===== config.mk =====
export PLATFORM = sky130hd
export DESIGN_NAME = timer_run_ctrl_flat
export DESIGN_NICKNAME = d
export VERILOG_FILES = /design/src/rtl/timer_run_ctrl_if.sv /design/src/rtl/timer_run_ctrl.sv /design/src/flat_wrapper.sv
export SDC_FILE = /design/constraint.sdc
export NUM_CORES = 1
export LEC_CHECK = 0
export ABC_AREA = 1
export ABC_CLOCK_PERIOD_IN_PS = 1550
export CAP_MARGIN = 20
export CORE_AREA = 3 3 40 42
export DETAILED_ROUTE_END_ITERATION = 10
export DIE_AREA = 0 0 43 45
export GPL_TIMING_DRIVEN = 0
export SLEW_MARGIN = 20
export SYNTH_ARGS = -nofsm -noshare
export SYNTH_HDL_FRONTEND = slang
export SYNTH_SLANG_ARGS = --single-unit

===== constraint.sdc =====
create_clock -name clk -period 1.55 [get_ports clk]
set_clock_uncertainty 0.15 [all_clocks]
set_input_delay 0.3875 -clock clk [delete_from_list [all_inputs] [get_ports clk]]
set_output_delay 0.3875 -clock clk [all_outputs]
set_load 0.01 [all_outputs]

===== src/rtl/timer_run_ctrl_if.sv =====
// Signal bundle between timer_run_ctrl and its neighbours: user pulses, the
// clock_divider tick and the timer_minsec digits/controls.
interface timer_run_ctrl_if;
  logic       start_stop;
  logic       clear;
  logic       mode;
  logic       tick_in;
  logic [3:0] sec_low_digit;
  logic [2:0] sec_high_digit;
  logic [3:0] min_low_digit;
  logic       pause;
  logic       up_down;
  logic       tick_out;
  logic       timer_clear;
  logic       alarm;
  logic [1:0] state;

  modport master (
    output start_stop, clear, mode, tick_in, sec_low_digit, sec_high_digit, min_low_digit,
    input  pause, up_down, tick_out, timer_clear, alarm, state
  );

  modport slave (
    input  start_stop, clear, mode, tick_in, sec_low_digit, sec_high_digit, min_low_digit,
    output pause, up_down, tick_out, timer_clear, alarm, state
  );
endinterface


===== src/rtl/timer_run_ctrl.sv =====
// Run/stop sequencer for the min:sec timer: gates the count enable and stops at the
// terminal value instead of wrapping. Define ALARM_BLINK_EN for a blinking alarm.
module timer_run_ctrl #(
  parameter int UP_LIMIT_MIN  = 9,
  parameter int UP_LIMIT_SEC  = 59,
  parameter int ALARM_TIMEOUT = 0,
  parameter int BLINK_DIV     = 4
) (
  input  logic             clk,
  input  logic             reset,
  timer_run_ctrl_if.slave  bus
);

  typedef enum logic [1:0] {
    ST_IDLE   = 2'd0,
    ST_RUN    = 2'd1,
    ST_PAUSED = 2'd2,
    ST_DONE   = 2'd3
  } state_t;

  localparam int              TO_W        = (ALARM_TIMEOUT > 1) ? $clog2(ALARM_TIMEOUT + 1) : 1;
  localparam logic [TO_W-1:0] TO_LAST     = TO_W'(ALARM_TIMEOUT - 1);
  localparam logic [3:0]      TERM_MIN    = 4'(UP_LIMIT_MIN);
  localparam logic [2:0]      TERM_SEC_HI = 3'(UP_LIMIT_SEC / 10);
  localparam logic [3:0]      TERM_SEC_LO = 4'(UP_LIMIT_SEC % 10);

`ifdef ALARM_BLINK_EN
  localparam int              BL_W    = (BLINK_DIV > 1) ? $clog2(BLINK_DIV) : 1;
  localparam logic [BL_W-1:0] BL_LAST = BL_W'(BLINK_DIV - 1);
  logic [BL_W-1:0] blink_cnt_r;
`endif

  state_t          state_r;
  logic            pause_r;
  logic            up_down_r;
  logic            timer_clear_r;
  logic            alarm_r;
  logic [TO_W-1:0] to_cnt_r;
  logic            at_term_s;
  logic            timeout_s;

  function automatic logic term_hit(input logic up, input logic [3:0] mn,
                                    input logic [2:0] sh, input logic [3:0] sl);
    if (up) begin
      return (mn == TERM_MIN) && (sh == TERM_SEC_HI) && (sl == TERM_SEC_LO);
    end else begin
      return (mn == 4'd0) && (sh == 3'd0) && (sl == 4'd0);
    end
  endfunction

  // Terminal value for the current direction and the DONE dwell limit.
  always_comb begin
    at_term_s = term_hit(up_down_r, bus.min_low_digit, bus.sec_high_digit, bus.sec_low_digit);
    timeout_s = 1'b0;
    if (ALARM_TIMEOUT != 0) begin
      timeout_s = (to_cnt_r == TO_LAST);
    end else begin
      timeout_s = 1'b0;
    end
  end

  // Sequencer: one event per cycle, clear > start_stop > mode.
  always_ff @(posedge clk or negedge reset) begin
    if (!reset) begin
      state_r       <= ST_IDLE;
      pause_r       <= 1'b1;
      up_down_r     <= 1'b1;
      timer_clear_r <= 1'b0;
      alarm_r       <= 1'b0;
      to_cnt_r      <= '0;
`ifdef ALARM_BLINK_EN
      blink_cnt_r   <= '0;
`endif
    end else begin
      timer_clear_r <= 1'b0;
      // Dwell counters sit at zero outside DONE so every DONE entry starts fresh.
      if (state_r != ST_DONE) begin
        to_cnt_r    <= '0;
`ifdef ALARM_BLINK_EN
        blink_cnt_r <= '0;
`endif
      end
      if (bus.clear) begin
        state_r       <= ST_IDLE;
        pause_r       <= 1'b1;
        alarm_r       <= 1'b0;
        timer_clear_r <= 1'b1;
      end else begin
        case (state_r)
          ST_IDLE, ST_PAUSED: begin
            if (bus.start_stop) begin
              if (at_term_s) begin
                state_r <= ST_DONE;
                pause_r <= 1'b1;
                alarm_r <= 1'b1;
              end else begin
                state_r <= ST_RUN;
                pause_r <= 1'b0;
                alarm_r <= 1'b0;
              end
            end else if (bus.mode) begin
              up_down_r <= ~up_down_r;
            end
          end
          ST_RUN: begin
            if (bus.start_stop) begin
              state_r <= ST_PAUSED;
              pause_r <= 1'b1;
            end else if (bus.tick_in && at_term_s) begin
              state_r <= ST_DONE;
              pause_r <= 1'b1;
              alarm_r <= 1'b1;
            end
          end
          ST_DONE: begin
            if (bus.start_stop || timeout_s) begin
              state_r <= ST_IDLE;
              pause_r <= 1'b1;
              alarm_r <= 1'b0;
            end else begin
              if (ALARM_TIMEOUT != 0) begin
                to_cnt_r <= to_cnt_r + TO_W'(1);
              end
`ifdef ALARM_BLINK_EN
              if (blink_cnt_r == BL_LAST) begin
                blink_cnt_r <= '0;
                alarm_r     <= ~alarm_r;
              end else begin
                blink_cnt_r <= blink_cnt_r + BL_W'(1);
              end
`endif
            end
          end
          default: begin
            state_r <= ST_IDLE;
            pause_r <= 1'b1;
            alarm_r <= 1'b0;
          end
        endcase
      end
    end
  end

  // The tick is swallowed at the terminal value so the timer never wraps.
  assign bus.tick_out    = bus.tick_in & (state_r == ST_RUN) & ~at_term_s;
  assign bus.pause       = pause_r;
  assign bus.up_down     = up_down_r;
  assign bus.timer_clear = timer_clear_r;
  assign bus.alarm       = alarm_r;
  assign bus.state       = state_r;

endmodule


===== src/flat_wrapper.sv =====
// flat-port wrapper written by rule: the top's interface ports become plain ports
module timer_run_ctrl_flat 
#(
  parameter int UP_LIMIT_MIN  = 9,
  parameter int UP_LIMIT_SEC  = 59,
  parameter int ALARM_TIMEOUT = 0,
  parameter int BLINK_DIV     = 4
)
  (clk, reset, bus_start_stop, bus_clear, bus_mode, bus_tick_in, bus_sec_low_digit, bus_sec_high_digit, bus_min_low_digit, bus_pause, bus_up_down, bus_tick_out, bus_timer_clear, bus_alarm, bus_state);
  timer_run_ctrl_if bus_i ();
  input  logic clk;
  input  logic reset;
  input wire logic [$bits(bus_i.start_stop)-1:0] bus_start_stop;
  input wire logic [$bits(bus_i.clear)-1:0] bus_clear;
  input wire logic [$bits(bus_i.mode)-1:0] bus_mode;
  input wire logic [$bits(bus_i.tick_in)-1:0] bus_tick_in;
  input wire logic [$bits(bus_i.sec_low_digit)-1:0] bus_sec_low_digit;
  input wire logic [$bits(bus_i.sec_high_digit)-1:0] bus_sec_high_digit;
  input wire logic [$bits(bus_i.min_low_digit)-1:0] bus_min_low_digit;
  output wire logic [$bits(bus_i.pause)-1:0] bus_pause;
  output wire logic [$bits(bus_i.up_down)-1:0] bus_up_down;
  output wire logic [$bits(bus_i.tick_out)-1:0] bus_tick_out;
  output wire logic [$bits(bus_i.timer_clear)-1:0] bus_timer_clear;
  output wire logic [$bits(bus_i.alarm)-1:0] bus_alarm;
  output wire logic [$bits(bus_i.state)-1:0] bus_state;
  assign bus_i.start_stop = bus_start_stop;
  assign bus_i.clear = bus_clear;
  assign bus_i.mode = bus_mode;
  assign bus_i.tick_in = bus_tick_in;
  assign bus_i.sec_low_digit = bus_sec_low_digit;
  assign bus_i.sec_high_digit = bus_sec_high_digit;
  assign bus_i.min_low_digit = bus_min_low_digit;
  assign bus_pause = bus_i.pause;
  assign bus_up_down = bus_i.up_down;
  assign bus_tick_out = bus_i.tick_out;
  assign bus_timer_clear = bus_i.timer_clear;
  assign bus_alarm = bus_i.alarm;
  assign bus_state = bus_i.state;
  timer_run_ctrl #(.UP_LIMIT_MIN(UP_LIMIT_MIN), .UP_LIMIT_SEC(UP_LIMIT_SEC), .ALARM_TIMEOUT(ALARM_TIMEOUT), .BLINK_DIV(BLINK_DIV)) u_core (.clk(clk), .reset(reset), .bus(bus_i));
endmodule

; Yosys cells after proc, flatten, opt, wreduce, memory -nomap -nowiden
; Index checks and enable logic that the tools add are counted.
[totals]
regBits = 6
inputBits = 17
out_inout_bits = 7
wordCells = 55
[op_classes]
n_eq_ne = 11
mux = 20
bitwise = 6
n_reduce_logical = 13
[ops]
columns = operator, n
row1 = two-way mux 2 bit, 6
row2 = two-way mux 1 bit, 11
row3 = inequality test 3 bit (second input constant), 3
row4 = equality test 4 bit (second input constant), 2
row5 = logical NOT 4 bit, 2
row6 = AND reduction 4 bit, 2
row7 = one-hot mux 1 bit (3 select lines), 2
row8 = one-hot mux 2 bit (3 select lines), 1
row9 = logical AND 1 bit, 5
row10 = equality test 2 bit (second input constant), 2
row11 = inequality test 4 x 3 -> 1 bit (second input constant), 1
row12 = inverter 1 bit, 4
row13 = equality test 3 bit (second input constant), 1
row14 = logical NOT 3 bit, 1
row15 = inequality test 3 x 2 -> 1 bit (second input constant), 1
row16 = AND reduction 3 bit, 1
row17 = AND 1 bit, 2
row18 = equality test 2 x 1 -> 1 bit (second input constant), 1
row19 = logical NOT 2 bit, 1
row20 = OR reduction 2 bit, 1

; Logic depth before layout (Yosys ltp)
[logic_depth]
ltp_word = 9
ltp_mapped = 10
mapped_depth_nobuf = 10

; Worst setup path before layout
; OpenSTA, ideal clock, no wires.
[synth_timing]
path_kind = input port to output port
startpoint = in bus_min_low_digit[1]
endpoint = out bus_tick_out
arrival_ns = 0.950
required_ns = 1.012
slack_ns = 0.062
path_stages = 5
path_buffers = 0
cell_sequence = or2_0 nor2_1 nand3_1 nand2_1 inv_1
[synth_between]
elab_chain_len = 6
elab_cells_between_ends = 9
cone_classes = eq/ne: 1 / mux: 1 / bitwise: 2 / reduce/logical: 5
[synth_lines]
columns = element, line_no
row1 = from (decl), flat_wrapper.sv:19  ; input wire logic [$bits(bus_i.min_low_digit)-1:0] bus_min_low_digit;
row2 = equality test 4 bit or logical NOT 4 bit (tied branches), "timer_run_ctrl.sv:45, timer_run_ctrl.sv:47"
row3 = logical AND 1 bit (on tied branches) (2 in a row), "timer_run_ctrl.sv:45, timer_run_ctrl.sv:47"
row4 = two-way mux 1 bit *, timer_run_ctrl.sv:44  ; if (up) begin
row5 = inverter 1 bit *, timer_run_ctrl.sv:145  ; assign bus.tick_out = bus.tick_in & (state_r == ST_RUN) & ~at_term_s;
row6 = AND 1 bit *, timer_run_ctrl.sv:145
row7 = to (decl), flat_wrapper.sv:22  ; output wire logic [$bits(bus_i.tick_out)-1:0] bus_tick_out;
; Mark *: on every way between the ends. The rest lies on a longest branch, timed or not.

; Final worst setup path
[layout_timing]
startpoint = reg u_core.up_down_r, in the netlist u_core.bus.up_down
endpoint = out bus_tick_out
[layout_between]
elab_chain_len = 3
[layout_lines]
columns = element, line_no
row1 = from (decl), timer_run_ctrl.sv:35  ; logic up_down_r;
row2 = from (signal assigned), timer_run_ctrl.sv:102  ; up_down_r <= ~up_down_r;
row3 = two-way mux 1 bit, timer_run_ctrl.sv:44
row4 = inverter 1 bit, timer_run_ctrl.sv:145
row5 = AND 1 bit, timer_run_ctrl.sv:145
; No other way between the ends.

==> results.cfg <==
[outcome]
failed_checks = negative setup slack
status = finished, violations left

[setup_path]
cp_cell_sequence = inv_2, nand2_2, nand3_2, nand2_1, inv_1, buf_2
timing.critical_path.required_ns = 1.01
critical_path_arrival_ns = 1.17
cp_num_buf_inv = 3
critical_path.top_delay_family = flip-flops
critical_path.slowest_cell = sky130_fd_sc_hd__dfstp_2
worstSetupEndpointType = output pin
startpoint_type = flip-flop
criticalPathCategory = flip-flop to output pin
crit_path_max_fanout = 3
max_stage_delay_ns = 0.55

[power_and_ir_drop]
switchingPower_uw = 177
p_int_uw = 402
cellPowerDensity_mw_per_mm2 = 893
leakage_dissipation_uw = 0.000362
clockPowerShare_pct = 25.8
vdd_drop_max_mv = 0.528
fraction_of_power_spent_switching_nets_pct = 30.6
power_frac_comb_pct = 36.8
p_total_uw = 579
power.sequential.fraction_pct = 37.3

[min_path]
worstHoldPathType = input port to async pin

[finish]
finish.net_count = 107
layout_cell_area_excl_fill_um2 = 648
layout-drive-gt1-share_pct = 31.5
final_core_util_pct = 50.4
multiInputGateArea_um2 = 198
seq_area_um2 = 153
num_antenna_cells = 0
final_common_cell = sky130_fd_sc_hd__nand2_1
fill_cells = 138
area_growth_syn_to_layout_pct = 72.7
final_cell_mix = 16 x sky130_fd_sc_hd__nand2_1, 9 x sky130_fd_sc_hd__inv_1, 8 x sky130_fd_sc_hd__clkbuf_2

[clocking]
h-tree-depth = 1
clock_insertion_delay_worst_skew_ns = 0.24
cts_root_buffer = sky130_fd_sc_hd__clkbuf_4
clock_sink_count = 6
number_of_clock_buffers_inserted_by_tritoncts = 3
cts_buffer_depth = 2
cts_clk_pin_slew_worst_paths_ns = 0.05
cts_tree = built

[drt]
drtPass1Iterations = 2
detail_route.wirelength_um = 991
route.antenna.remaining_nets = 0
avgViaCountPerCell = 4.26
drc = 0
first_iter_violations = 3
routedWlPerCell_um = 9.53
detailroute.via_count = 443

[synthesis]
synthesized_instance_count = 57
synthesis.area_per_instance_um2 = 6.59
syn-cell-area_um2 = 375
yosys_warnings = 0
ys_seq_elements = 6
synthDistinctLibCells = 12
yosysSeqAreaShare_pct = 40.7
syn_nets = 74

[floorplan]
fp-row-count = 13
die_h_um = 45
die-width_um = 43
die-area_mm2 = 0.00194
ios = 24
core_region_area_mm2 = 0.00128
start_util_pct = 29.2

[timing]
setup_ws_ns = -0.158
rsz_0062_raised_after_global_routing = true
finalHoldWorstSlack_ns = 0.227
post-route-min-period_ns = 1.71
final_hold_viol_count = 0
fmax_mhz = 586
slew_headroom_pct = 83.2
maxSlewViolCount = 0
worst_pin_slew_ns = 0.251
setup_viol = 1
period_share_pct = 110

[place]
finalWeightedCongestion = 0.795
post-place-ws_ns = -0.852
placement.io_buffers = 23
dp_hpwl_um = 813
dpl_cell_area_um2 = 624

[grt]
global_route.usage.met3_pct = 0.797
grt_most_used_layer = met2
grt_first_pass_wirelength_mm = 1.67
grt_start_max_net_pins = 7
grt_pass1_vias = 419
antenna_violations_before_repair = 0
grt_util_met2_pct = 18.9
met1_usage_pct = 14.3
remaining_global_route_overflow = 0
grt.total_usage_pct = 11.1

[job]
cap_viol_max_count = 0
## layer usage
metal / routed length [um] / part of all wire (%)
met1: 425 / 43
met2: 495 / 50
met3: 69 / 7.0
met4: 0 / 0
met5: 0 / 0
## synthesized netlist by cell type, drive strengths merged
master  count  area share, %
nand2      19             20
inv        11             11
nand3       7            9.3
nor2        6            6.0
dfrtp       4             27
o21ai       3            4.0
dfstp       2             14
nand4       2            3.3
and3        1            2.0
or2         1            1.7
xor2        1            2.3
## logic make-up after synthesis
group / Yosys count / share of synthesized area (%)
buf+inv: 11 / 11.0
flops: 6 / 40.7
xor+xnor: 1 / 2.33
compound gates: 3 / 4.00
simple gates: 36 / 42.0
## final timing paths
path                                      from  cells after the start  slack, ns                  end
max                         u_core.bus.up_down                      6      -0.16         bus_tick_out
min reg2reg                   u_core.bus.alarm                      4       0.40     u_core.bus.alarm
max in group asynchronous                reset                      1       0.75   u_core.bus.up_down
min in group clk              u_core.bus.alarm                      4       0.40     u_core.bus.alarm
min                                      reset                      1       0.23  u_core.bus.state[0]
max reg2reg                u_core.bus.state[1]                      8       0.13     u_core.bus.alarm
## worst reg2reg max path, delay by kind of cell (launching register included)
kind | cells | cell delay (ns)
AND/OR/NAND/NOR | 5 | 0.58
flip-flops | 1 | 0.39
buffers and inverters | 3 | 0.21
## layout make-up
class                      count  area share [%]
timing repair buffer          28            32.6
multi-input combinational     40            30.5
sequential                     6            23.6
inverter                      11            6.37
clock buffer                   4            4.05
tap                           15            2.90
## stage by stage
step           TNS (ns)  instances
2_1_floorplan         0         57
5_1_grt          -0.262        104
4_1_cts          -0.188        101
3_3_place_gp      -1.98         95
3_5_place_dp      -2.02         95
6_report         -0.158        104
## repair_timing
item | 4_1_cts | 5_1_grt
pin swaps | 12 | 9
endpoints found under the setup margin | 10 | 3
resized for setup | 42 | 11
hold buffers | 0 | 0
setup buffers | 2 | 3
## sequential cells by signal, summed over array words and instances, names as in the netlist
register,flops
u_core.bus.timer_clear,1
u_core.bus.pause,1
u_core.bus.alarm,1
u_core.bus.up_down,1
u_core.bus.state,2
## power by group through the flow
| stage | combinational [uW] | sequential (uW) | clock (uW) |
|---|---|---|---|
| final | 213 | 216 | 150 |
| after global routing | 239 | 218 | 165 |
| after global placement | 191 | 213 | 0 |
| after floorplan | 71.6 | 222 | 0 |
| after detailed placement | 193 | 213 | 0 |
| after CTS | 179 | 213 | 158 |
Note: power is estimated with default switching activity, not from simulation.
